<file path="src/rtl/jk_bank_arbiter.sv">
// Round-robin arbiter in front of a bank of JK flip-flop bits.
// One command accepted per cycle, applied one cycle later, answered with a tagged response.
module jk_bank_arbiter #(
   parameter int NREQ  = 4,
   parameter int NBITS = 8,
   parameter int AW    = $clog2(NBITS)
) (
   input  logic                      clk,
   input  logic                      reset,
   input  logic [NREQ-1:0]           req_valid,
   output logic [NREQ-1:0]           req_ready,
   input  logic [NREQ*AW-1:0]        req_addr,
   input  logic [NREQ*2-1:0]         req_jk,
   input  logic                      bank_clr,
   output logic [NBITS-1:0]          q,
   output logic                      rsp_valid,
   output logic [$clog2(NREQ)-1:0]   rsp_id,
   output logic                      rsp_q,
   output logic                      rsp_err
);

   localparam int IW = $clog2(NREQ);

   typedef enum logic [1:0] {
      JK_HOLD   = 2'b00,
      JK_CLEAR  = 2'b01,
      JK_SET    = 2'b10,
      JK_TOGGLE = 2'b11
   } jk_cmd_e;

   logic [IW-1:0]    ptr;
   logic [IW-1:0]    win_id;
   logic [IW-1:0]    cand;
   logic             win_found;
   logic             xfer;

   logic             stg_valid;
   logic [IW-1:0]    stg_id;
   logic [AW-1:0]    stg_addr;
   jk_cmd_e          stg_jk;

   logic [NBITS-1:0] hit;
   logic [NBITS-1:0] q_next;
   logic             in_range;
   logic             cur_bit;
   logic             new_bit;

   // Scan requesters starting at ptr, wrapping modulo NREQ; first valid wins.
   always_comb begin
      win_found = 1'b0;
      win_id    = '0;
      cand      = '0;
      for (int unsigned k = 0; k < NREQ; k++) begin
         cand = IW'((32'(ptr) + k) % NREQ);
         if (!win_found && req_valid[cand]) begin
            win_found = 1'b1;
            win_id    = cand;
         end
      end
   end

   always_comb begin
      req_ready = '0;
      if (win_found && !reset && !bank_clr) begin
         req_ready[win_id] = 1'b1;
      end
   end

   assign xfer = |(req_valid & req_ready);

   always_ff @(posedge clk) begin
      if (reset) begin
         ptr       <= '0;
         stg_valid <= 1'b0;
         stg_id    <= '0;
         stg_addr  <= '0;
         stg_jk    <= JK_HOLD;
      end else begin
         stg_valid <= xfer;
         if (xfer) begin
            stg_id   <= win_id;
            stg_addr <= req_addr[win_id*AW +: AW];
            stg_jk   <= jk_cmd_e'(req_jk[win_id*2 +: 2]);
            ptr      <= (win_id == IW'(NREQ - 1)) ? '0 : win_id + IW'(1);
         end
      end
   end

   // One-hot decode of the staged address; an empty decode marks an out-of-range address
   // and leaves the bank untouched without a separate magnitude compare.
   always_comb begin
      hit = '0;
      for (int unsigned i = 0; i < NBITS; i++) begin
         hit[i] = (stg_addr == AW'(i));
      end
      in_range = |hit;
      cur_bit  = |(q & hit);
      case (stg_jk)
         JK_HOLD:   new_bit = cur_bit;
         JK_CLEAR:  new_bit = 1'b0;
         JK_SET:    new_bit = 1'b1;
         JK_TOGGLE: new_bit = ~cur_bit;
         default:   new_bit = cur_bit;
      endcase
      q_next = (q & ~hit) | (hit & {NBITS{new_bit}});
   end

   // bank_clr wins over a staged command, which is dropped without a response.
   always_ff @(posedge clk) begin
      if (reset) begin
         q         <= '0;
         rsp_valid <= 1'b0;
         rsp_id    <= '0;
         rsp_q     <= 1'b0;
         rsp_err   <= 1'b0;
      end else if (bank_clr) begin
         q         <= '0;
         rsp_valid <= 1'b0;
      end else begin
         rsp_valid <= stg_valid;
         if (stg_valid) begin
            q       <= q_next;
            rsp_id  <= stg_id;
            rsp_q   <= in_range & new_bit;
            rsp_err <= ~in_range;
         end
      end
   end

endmodule

</file>
<file path="config.mk">
export PLATFORM = sky130hd
export DESIGN_NAME = jk_bank_arbiter
export DESIGN_NICKNAME = d
export VERILOG_FILES = /design/src/rtl/jk_bank_arbiter.sv
export SDC_FILE = /design/constraint.sdc
export NUM_CORES = 1
export LEC_CHECK = 0
export BUFFER_PORTS_ARGS = -buffer_cell sky130_fd_sc_hd__buf_2
export CORE_MARGIN = 2
export CORE_UTILIZATION = 49
export CTS_CLUSTER_DIAMETER = 40
export DETAILED_ROUTE_END_ITERATION = 10
export PLACE_DENSITY = 0.85
export SLEW_MARGIN = 20
export SYNTH_ARGS = -nofsm -noshare
export SYNTH_HDL_FRONTEND = slang
export SYNTH_SLANG_ARGS = --single-unit
</file>
<file path="constraint.sdc">
create_clock -name clk -period 3.69 [get_ports clk]
set_input_delay 0.738 -clock clk [delete_from_list [all_inputs] [get_ports clk]]
set_output_delay 0.738 -clock clk [all_outputs]
set_load 0.01 [all_outputs]
</file>
; ---- After elaboration in Yosys (flattened, before gate mapping)
; Cells that the tools add are included.
[word_totals]
word_cells = 83
regBits = 23
out_inout_bits = 17
inputBits = 27
[classes]
n_bitwise = 10
n_mux = 21
multipliers = 1
reduce_logical = 18
shifts = 2
eq_ne = 11
magnitude_cmp = 6
add_sub_neg = 4
[op_table]
columns = cell, n
row1 = bitwise AND 8 bit, 3
row2 = OR reduction 8 bit, 2
row3 = "less-than comparator 2 x 3 -> 1 bit, second input constant", 5
row4 = "equality test 3 bit, second input constant", 4
row5 = indexed part select 12 x 5 -> 3 bit, 1
row6 = two-way mux 2 bit, 5
row7 = two-way mux 1 bit, 9
row8 = binary-select mux 1 bit (select 2 bit), 4
row9 = NOT 8 bit, 1
row10 = bitwise OR 8 bit, 1
row11 = indexed part select 8 x 4 -> 2 bit, 1
row12 = "equality test 2 bit, second input constant", 3
row13 = "equality test 3 x 2 -> 1 bit, second input constant", 2
row14 = logical AND 1 bit, 6
row15 = zero test 1 bit, 5
row16 = "adder 2 x 1 -> 2 bit, second input constant", 2
row17 = "adder 2 bit, second input constant", 2
row18 = bitwise AND 4 bit, 1
row19 = "multiplier 2 x 2 -> 4 bit, second input constant", 1
row20 = two-way mux 4 bit, 1
row21 = case mux 1 bit (4 select lines), 1
row22 = OR reduction 4 bit, 1
row23 = "equality test 3 x 1 -> 1 bit, second input constant", 1
row24 = zero test 3 bit, 1
row25 = 8 further kinds, 10

; ---- Depth between registers and ports, before layout
; Gate-level depths: netlist of run 1.
[depth]
ltp_word = 19
depth_mapped = 12
ltp_nobuf = 9

; ---- Worst setup path after synthesis of run 1
; OpenSTA, ideal clock, no wires.
[synth_timing]
path_type = input-to-reg
start = in req_valid[2]
end = reg stg_addr[1]
stages = 12
setup_ns = 0.084
path_slack_ns = 0.835
path_buffers = 3
arrival_time_ns = 2.771
required_ns = 3.606
path_cell_list = nor2b_1 -> a311oi_2 -> or2_1 -> buf_4 -> buf_6 -> inv_1 -> ha_1 -> a22o_1 -> o31ai_2 -> buf_2 -> nand3b_1 -> o31ai_2
[synth_via]
elab_chain_cells = 19
word_cells_on_any_way = 34
classes_between = 1 x mul / 2 x order compare / 1 x shift / 19 x mux / 1 x bitwise / 10 x reduce/logical
[synth_rtl]
columns = item, line
row1 = start: declaration, 10  ; input logic [NREQ-1:0] req_valid,
row2 = branches (longest 19 deep; another with binary-select mux 1 bit (select 2 bit)), n/a
row3 = end signal: assignment, 82  ; stg_addr <= req_addr[win_id*AW +: AW];
row4 = end: declaration, 39  ; logic [AW-1:0] stg_addr;
; Several ways; the timed one is not identified. The select of a mux whose other input is x is not followed.
; A chain may end at the register's enable or synchronous reset.

; ---- Final worst setup path of run 1
[layout_timing]
start = in req_valid[2]
end = out req_ready[3]
[layout_via]
elab_chain_cells = 17
word_cells_on_any_way = 30
classes_between = 2 x order compare / 19 x mux / 9 x reduce/logical
[layout_rtl]
columns = item, line
row1 = binary-select mux 1 bit (select 2 bit), 55  ; if (!win_found && req_valid[cand]) begin
row2 = two-way mux 1 bit (not written as such), 55
row3 = two-way mux 1 bit, 55
row4 = zero test 1 bit, 55
row5 = logical AND 1 bit, 55
row6 = two-way mux 1 bit, 55
row7 = zero test 1 bit, 55
row8 = logical AND 1 bit, 55
row9 = two-way mux 1 bit, 55
row10 = zero test 1 bit, 55
row11 = logical AND 1 bit, 55
row12 = two-way mux 2 bit, 55
row13 = less-than comparator 2 x 3 -> 1 bit (not written as such) or greater-or-equal comparator 2 x 1 -> 1 bit (tied branches), 65  ; req_ready[win_id] = 1'b1;
row14 = logical AND 1 bit (not written as such), 65
row15 = two-way mux 1 bit (not written as such), 65
row16 = demux 1 bit (select 2 bit), 65
row17 = two-way mux 4 bit *, 64  ; if (win_found && !reset && !bank_clr) begin
row18 = end: declaration, 11  ; output logic [NREQ-1:0] req_ready,
; Every way passes the cells marked *; elsewhere a longest branch is shown, timed or not. The select of a mux whose other input is x is not followed.

==> results of run 1 <==
[routing by layer]
layer  vias up  track usage (%)  wire length, um
li1        638                -                -
met1       637             24.1             1300
met2        42             37.9             1610
met3         4             4.68              143
met4         0             4.88               19
met5         -                0                0
[worst min-delay path, stage by stage (launching register included)]
cell and delay [ns]:
dfxtp_1 0.33, nand2_1 0.05, a21oi_1 0.06
[path summary, 6_finish.rpt]
path / from / to / cells past startpoint
worst min-delay path: rsp_id[1] / rsp_id[1] / 2
worst max register to register: ptr[0] / ptr[1] / 11
worst min register to register: rsp_id[1] / rsp_id[1] / 2
worst max-delay path: req_valid[2] / req_ready[3] / 8
[cell type report]
| class | instances | area (um2) | share of cell area (%) |
|---|---|---|---|
| Timing Repair Buffer | 47 | 245 | 15.8 |
| Inverter | 9 | 33.8 | 2.18 |
| Sequential cell | 23 | 460 | 29.7 |
| Tap cell | 30 | 37.5 | 2.42 |
| Multi-Input combinational cell | 112 | 746 | 48.1 |
| Clock inverter | 1 | 5.00 | 0.323 |
| Clock buffer | 3 | 22.5 | 1.45 |
[cell families after synthesis]
family          count (synthesis)  synth area share [%]
mux                             4                  3.39
compound gates                 49                  28.1
flops                          23                  35.7
simple gates                   57                  24.3
fa+ha+maj                       2                  1.94
buf+inv                        18                  6.59
[synthesized netlist by cell type (all sizes together), types with 5 or more instances]
library cell  number
dfxtp             23
inv                9
nor3b             12
a211oi            13
o21ai              8
nand3b             5
o31ai              6
nand2             11
nand2b             6
nor2              13
buf                7
a21oi             13
[power by group]
part           internal, mW  total [mW]  switching (mW)
Clock                0.0405       0.119          0.0789
Sequential            0.261       0.280          0.0191
Combinational        0.0604       0.139          0.0784
Total                 0.362       0.538           0.176
==> summary.md, run 1 <==
| Metric | Value |
|---|---|
| Ys Warns | 0 |
| Synthesized Nets | 182 |
| Initial antenna violation count | 0 |
| RSZ-0062 raised after global routing | false |
| Area delta synth->final | 20.1% |
| Setup Viol. Count Final | 0 |
| Initial DRT Pass Iterations | 4 |
| Period utilisation layout | 82.4% |
| Largest net degree at the start of global routing | 17 |
| Critical path endpoint category | output port |
| Total CTS buffers | 3 |
| TritonCTS Sinks | 23 |
| Final #Nets | 225 |
| Initial Utilization | 52.1% |
| Pre-CTS WS | 0.607 ns |
| Tmin final | 3.04 ns |
| Worst hold path type | flop to flop |
| Overflow after GRT | 0 |
| # rows | 18 |
| Synth area leader | dfxtp_1 |
| Status | finished clean |
| Clk root buf | clkbuf_4 |
| Crit Path Max Fanout | 14 |
| Most used DFF post-synth | dfxtp_1 |
| Leakage | 0.670 nW |
| CTS Hold Buffers Added | 0 |
| Synth unique cells | 35 |
| Layout Cells excl Fill | 225 |
| Data required time of the worst path | 2.95 ns |
| DIE AREA | 0.00306 mm2 |
| First-pass GRT wire length | 5.36 mm |
| Hpwl dp | 2.36 mm |
| Filler cells | 219 |
| Die H | 55.3 um |
| Power per cell area | 347 mW/mm2 |
| Diodes inserted | 0 |
| EDFF count, synth | 0 |
| Bufs and invs on worst path | 3 |
| Max_cap viols | 0 |
| Post-synthesis async set-or-reset flop share | 0% |
| Slew headroom | 64.2% |
| Hold Vio Cnt, Final | 0 |
| GP Congestion | 0.776 |
| Final setup margin | 0.648 ns |
| Slew Viols, Final | 0 |
| Flops & latches, synth | 23 |
| Slowest cell on crit path | or2_1 |
| Via count | 1321 |
| Crit path kind | primary input to output port |
| Post-synthesis sequential area ratio | 35.7% |
| Setup Buffers After CTS | 0 |
| DR iter-0 viols | 36 |
| Placeable Area | 0.00248 mm2 |
| CP arrival | 2.30 ns |
| CP most frequent cell | buf_2 |
| Die W | 55.3 um |
| Most common cell after layout, fill and taps aside | buf_2 |
| Drt drc | 0 |
| Cell area after layout | 0.00155 mm2 |
| Crit start category | primary input |
| Fmax achieved | 329 MHz |
| Synthesized instance count | 153 |
| Actual slew at the worst max-slew pin | 0.527 ns |
| Finished Core Util | 62.6% |
| Synth top area cells | dfxtp_1 (36%), a211oi_1 (7.0%), nor3b_1 (7.0%), a21oi_1 (5.0%), nor2_1 (3.8%) |
| CP delay by family, top | simple AND/OR/NAND/NOR gates |
| Mapped cell area | 0.00129 mm2 |
| Aggregate global-route resource usage | 20.7% |
| # H-tree levels | 1 |
| Total power | 0.538 mW |
| Maximum vdd drop | 0.330 mV |
| DR vias/cell | 5.87 |
| Post-Syn Area per Cell | 8.44 um2 |
| Wire per inst | 13.6 um |
| Post-synth top area share | 35.7% |
| Fin Hold WS | 0.471 ns |
| DP Area | 0.00152 mm2 |
| Final setup TNS | 0 ns |
| Port Buffer Count | 43 |
| Vias in the first global route | 1289 |
| Layout cells sized above 1 | 29.7% |
| Highest-count cells in the layout ignoring fill and taps | buf_2 (43), dfxtp_1 (23), a21oi_1 (13), nor2_1 (13) |
| CTS tree | done |
| Cell-by-cell trace of the critical path | buf_2 -> nor2b_1 -> a311oi_2 -> or2_1 -> inv_1 -> ha_1 -> and2_1 -> buf_2 |
| Clock Skew | 0.00749 ns |
| Final ANT Viol Nets | 0 |
| IO Pins | 44 |
| Worst-skew pair later-pin latency | 0.31 ns |
| CP max stage delay | 0.41 ns |
| WL final | 3.07 mm |
| Gates resized, CTS repair | 0 |
| CTS clock-pin slew for the worst setup and hold paths | 0.13 ns |
| Max Buffers Root-to-Sink | 2 |
| DP Cell Count | 221 |
| R2R setup slack | 1.03 ns |
Power figures use the tool's default switching activity.
==> run 2: changes to the inputs <==
Settings changed: ABC_AREA set to 1, CORE_UTILIZATION 49 to 52, PLACE_DENSITY 0.85 to 0.87.
Clock period 3.69 ns to 2.8 ns, I/O delays scaled along.
==> summary.md, run 2 <==
| Metric | Value |
|---|---|
| # H-tree levels | 1 |
| Power per cell area | 838 mW/mm2 |
| Final ANT Viol Nets | 0 |
| CP arrival | 2.07 ns |
| Actual slew at the worst max-slew pin | 0.570 ns |
| Clock power frac | 10.0% |
| Synthesized instance count | 257 |
| Initial antenna violation count | 0 |
| Drt drc | 0 |
| EDFF count, synth | 0 |
| Overflow after GRT | 0 |
| WL final | 3.71 mm |
| Port Buffer Count | 43 |
| Leakage | 1.07 nW |
| Post-synth top area share | 29.2% |
| Synth unique cells | 24 |
| Filler cells | 251 |
| Synth top area cells | dfxtp_1 (29%), nand2_1 (15%), inv_1 (12%), nand3_1 (6.4%), nor2_1 (6.2%) |
| CTS tree | done |
| Most used DFF post-synth | dfxtp_1 |
| Vias in the first global route | 1452 |
| P_sw | 0.777 mW |
| Max Buffers Root-to-Sink | 2 |
| Period utilisation layout | 94.1% |
| Worst hold path type | primary input to flop |
| WL met3 | 198 um |
| Most common cell after layout, fill and taps aside | nand2_1 |
| Max_cap viols | 0 |
| Fmax achieved | 380 MHz |
| TritonCTS Sinks | 23 |
| DIE AREA | 0.00349 mm2 |
| Fin Hold WS | 0.429 ns |
| Post-synthesis sequential area ratio | 29.2% |
| GP Congestion | 0.879 |
| Maximum vdd drop | 0.522 mV |
| Setup Viol. Count Final | 0 |
| Total CTS buffers | 3 |
| Crit path kind | flop to output port |
| Synthesized Nets | 286 |
| Tmin final | 2.63 ns |
| M1 WL | 1.59 mm |
| Crit Path Max Fanout | 6 |
| Worst hold path depth | 2 |
| Die H | 59.0 um |
| DR top layer | met4 |
| Post-synthesis async set-or-reset flop share | 0% |
| Wire per inst | 11.1 um |
| Ys Warns | 0 |
| Synth area leader | dfxtp_1 |
| Reg2reg path depth | 16 |
| DR iter-0 viols | 115 |
| Initial Utilization | 55.7% |
| Die W | 59.0 um |
| Area delta synth->final | 19.5% |
| Clock Skew | 0.00222 ns |
| Layout cells sized above 1 | 24.7% |
| Post-Syn Area per Cell | 6.13 um2 |
| Flops & latches, synth | 23 |
| Logic pwr share | 61.3% |
| # rows | 19 |
| Data required time of the worst path | 2.24 ns |
| Initial DRT Pass Iterations | 4 |
| CTS clock-pin slew for the worst setup and hold paths | 0.13 ns |
| Placeable Area | 0.00283 mm2 |
| Clk root buf | clkbuf_4 |
| Sw Share | 49.2% |
| Critical path endpoint category | output port |
| IO Pins | 44 |
| Crit start category | flop |
| CTS Hold Buffers Added | 0 |
| Highest-count cells in the layout ignoring fill and taps | nand2_1 (63), inv_1 (49), buf_2 (43) |
| Aggregate global-route resource usage | 21.8% |
| Diodes inserted | 0 |
| Slew Viols, Final | 0 |
| Layout Cells excl Fill | 335 |
| Cell with the most instances after synthesis | nand2_1 |
| Largest net degree at the start of global routing | 14 |
| Post-synth top cells | nand2_1 (63), inv_1 (49), nor2_1 (26) |
| Via count | 1715 |
| Met2 wire length | 1.89 mm |
| Worst-skew pair later-pin latency | 0.32 ns |
| Hold Vio Cnt, Final | 0 |
| Cell-internal power | 0.801 mW |
| Slew headroom | 61.7% |
| Mapped cell area | 0.00158 mm2 |
| First-pass GRT wire length | 5.94 mm |
| Status | finished clean |
| Part of the power in registers | 28.7% |
| DP Cell Count | 327 |
| RSZ-0062 raised after global routing | true |
| DR vias/cell | 5.12 |
| Final #Nets | 334 |
| Hpwl dp | 2.74 mm |
run 2: through the flow:
step                      setup TNS [ns]  power (mW)  setup WS [ns]  instance area (um2)  utilization (%)
after global placement                 0        1.28          0.249                 1810             64.0
after detailed placement               0        1.31          0.148                 1810             64.0
final                                  0        1.58          0.166                 1880             66.6
after global routing             -0.0124        1.71        -0.0124                 1880             66.6
after CTS                              0        1.46         0.0416                 1840             64.9
after floorplan                        0        1.13          0.510                 1580                -
run 2: power by group through the flow:
stage               Clock (mW)  Sequential [mW]  Combinational, mW
floorplan                    0            0.418              0.710
global placement             0            0.455              0.829
detailed placement           0            0.457              0.849
CTS                      0.160            0.449              0.853
global route             0.175            0.461               1.08
finish                   0.157            0.453              0.968
run 2: cell families (layout without fill, tap and decap cells):
group           Yosys count  count (layout)  synth area share, %
flops                    23              23                 29.2
compound gates           32              32                 10.6
buf+inv                  62             109                 15.8
simple gates            138             138                 42.7
fa+ha+maj                 2               2                 1.59
run 2: final timing paths:
kind	slack (ns)	startpoint	endpoint
worst max-delay path	0.17	ptr[0]	req_ready[1]
worst min-delay path	0.43	reset	stg_id[0]
worst max register to register	0.36	ptr[0]	stg_jk[0]
worst min register to register	0.45	rsp_err	rsp_err
run 2: what timing repair did:
item,in CTS,in global routing
buffers inserted,0,4
gates resized for setup,0,2
endpoints found under the setup margin,0,4
run 2: layout make-up:
type	instances	area, um2	area share [%]
Clock buffer	3	22.5	1.20
Clock inverter	1	5.00	0.266
Sequential cell	23	464	24.7
Tap cell	31	38.8	2.06
Multi-Input combinational cell	172	866	46.0
Inverter	55	206	11.0
Timing Repair Buffer	50	280	14.9
run 2: critical path: stages, from the launching register on:
cell,delay (ns)
dfxtp_4,0.38
buf_4,0.16
nand2_1,0.06
nand2_1,0.08
nand2_1,0.08
nand2_1,0.07
nand2_1,0.11
nand2_1,0.07
nand2_2,0.08
nand3_4,0.12
buf_12,0.16
nor2_4,0.14
nand2_4,0.08
inv_1,0.05
buf_2,0.12
run 2: layer usage:
layer / GRT usage [%] / vias to the layer above
li1: - / 903
met1: 26.5 / 750
met2: 38.7 / 58
met3: 5.02 / 4
met4: 5.52 / 0
met5: 0 / -
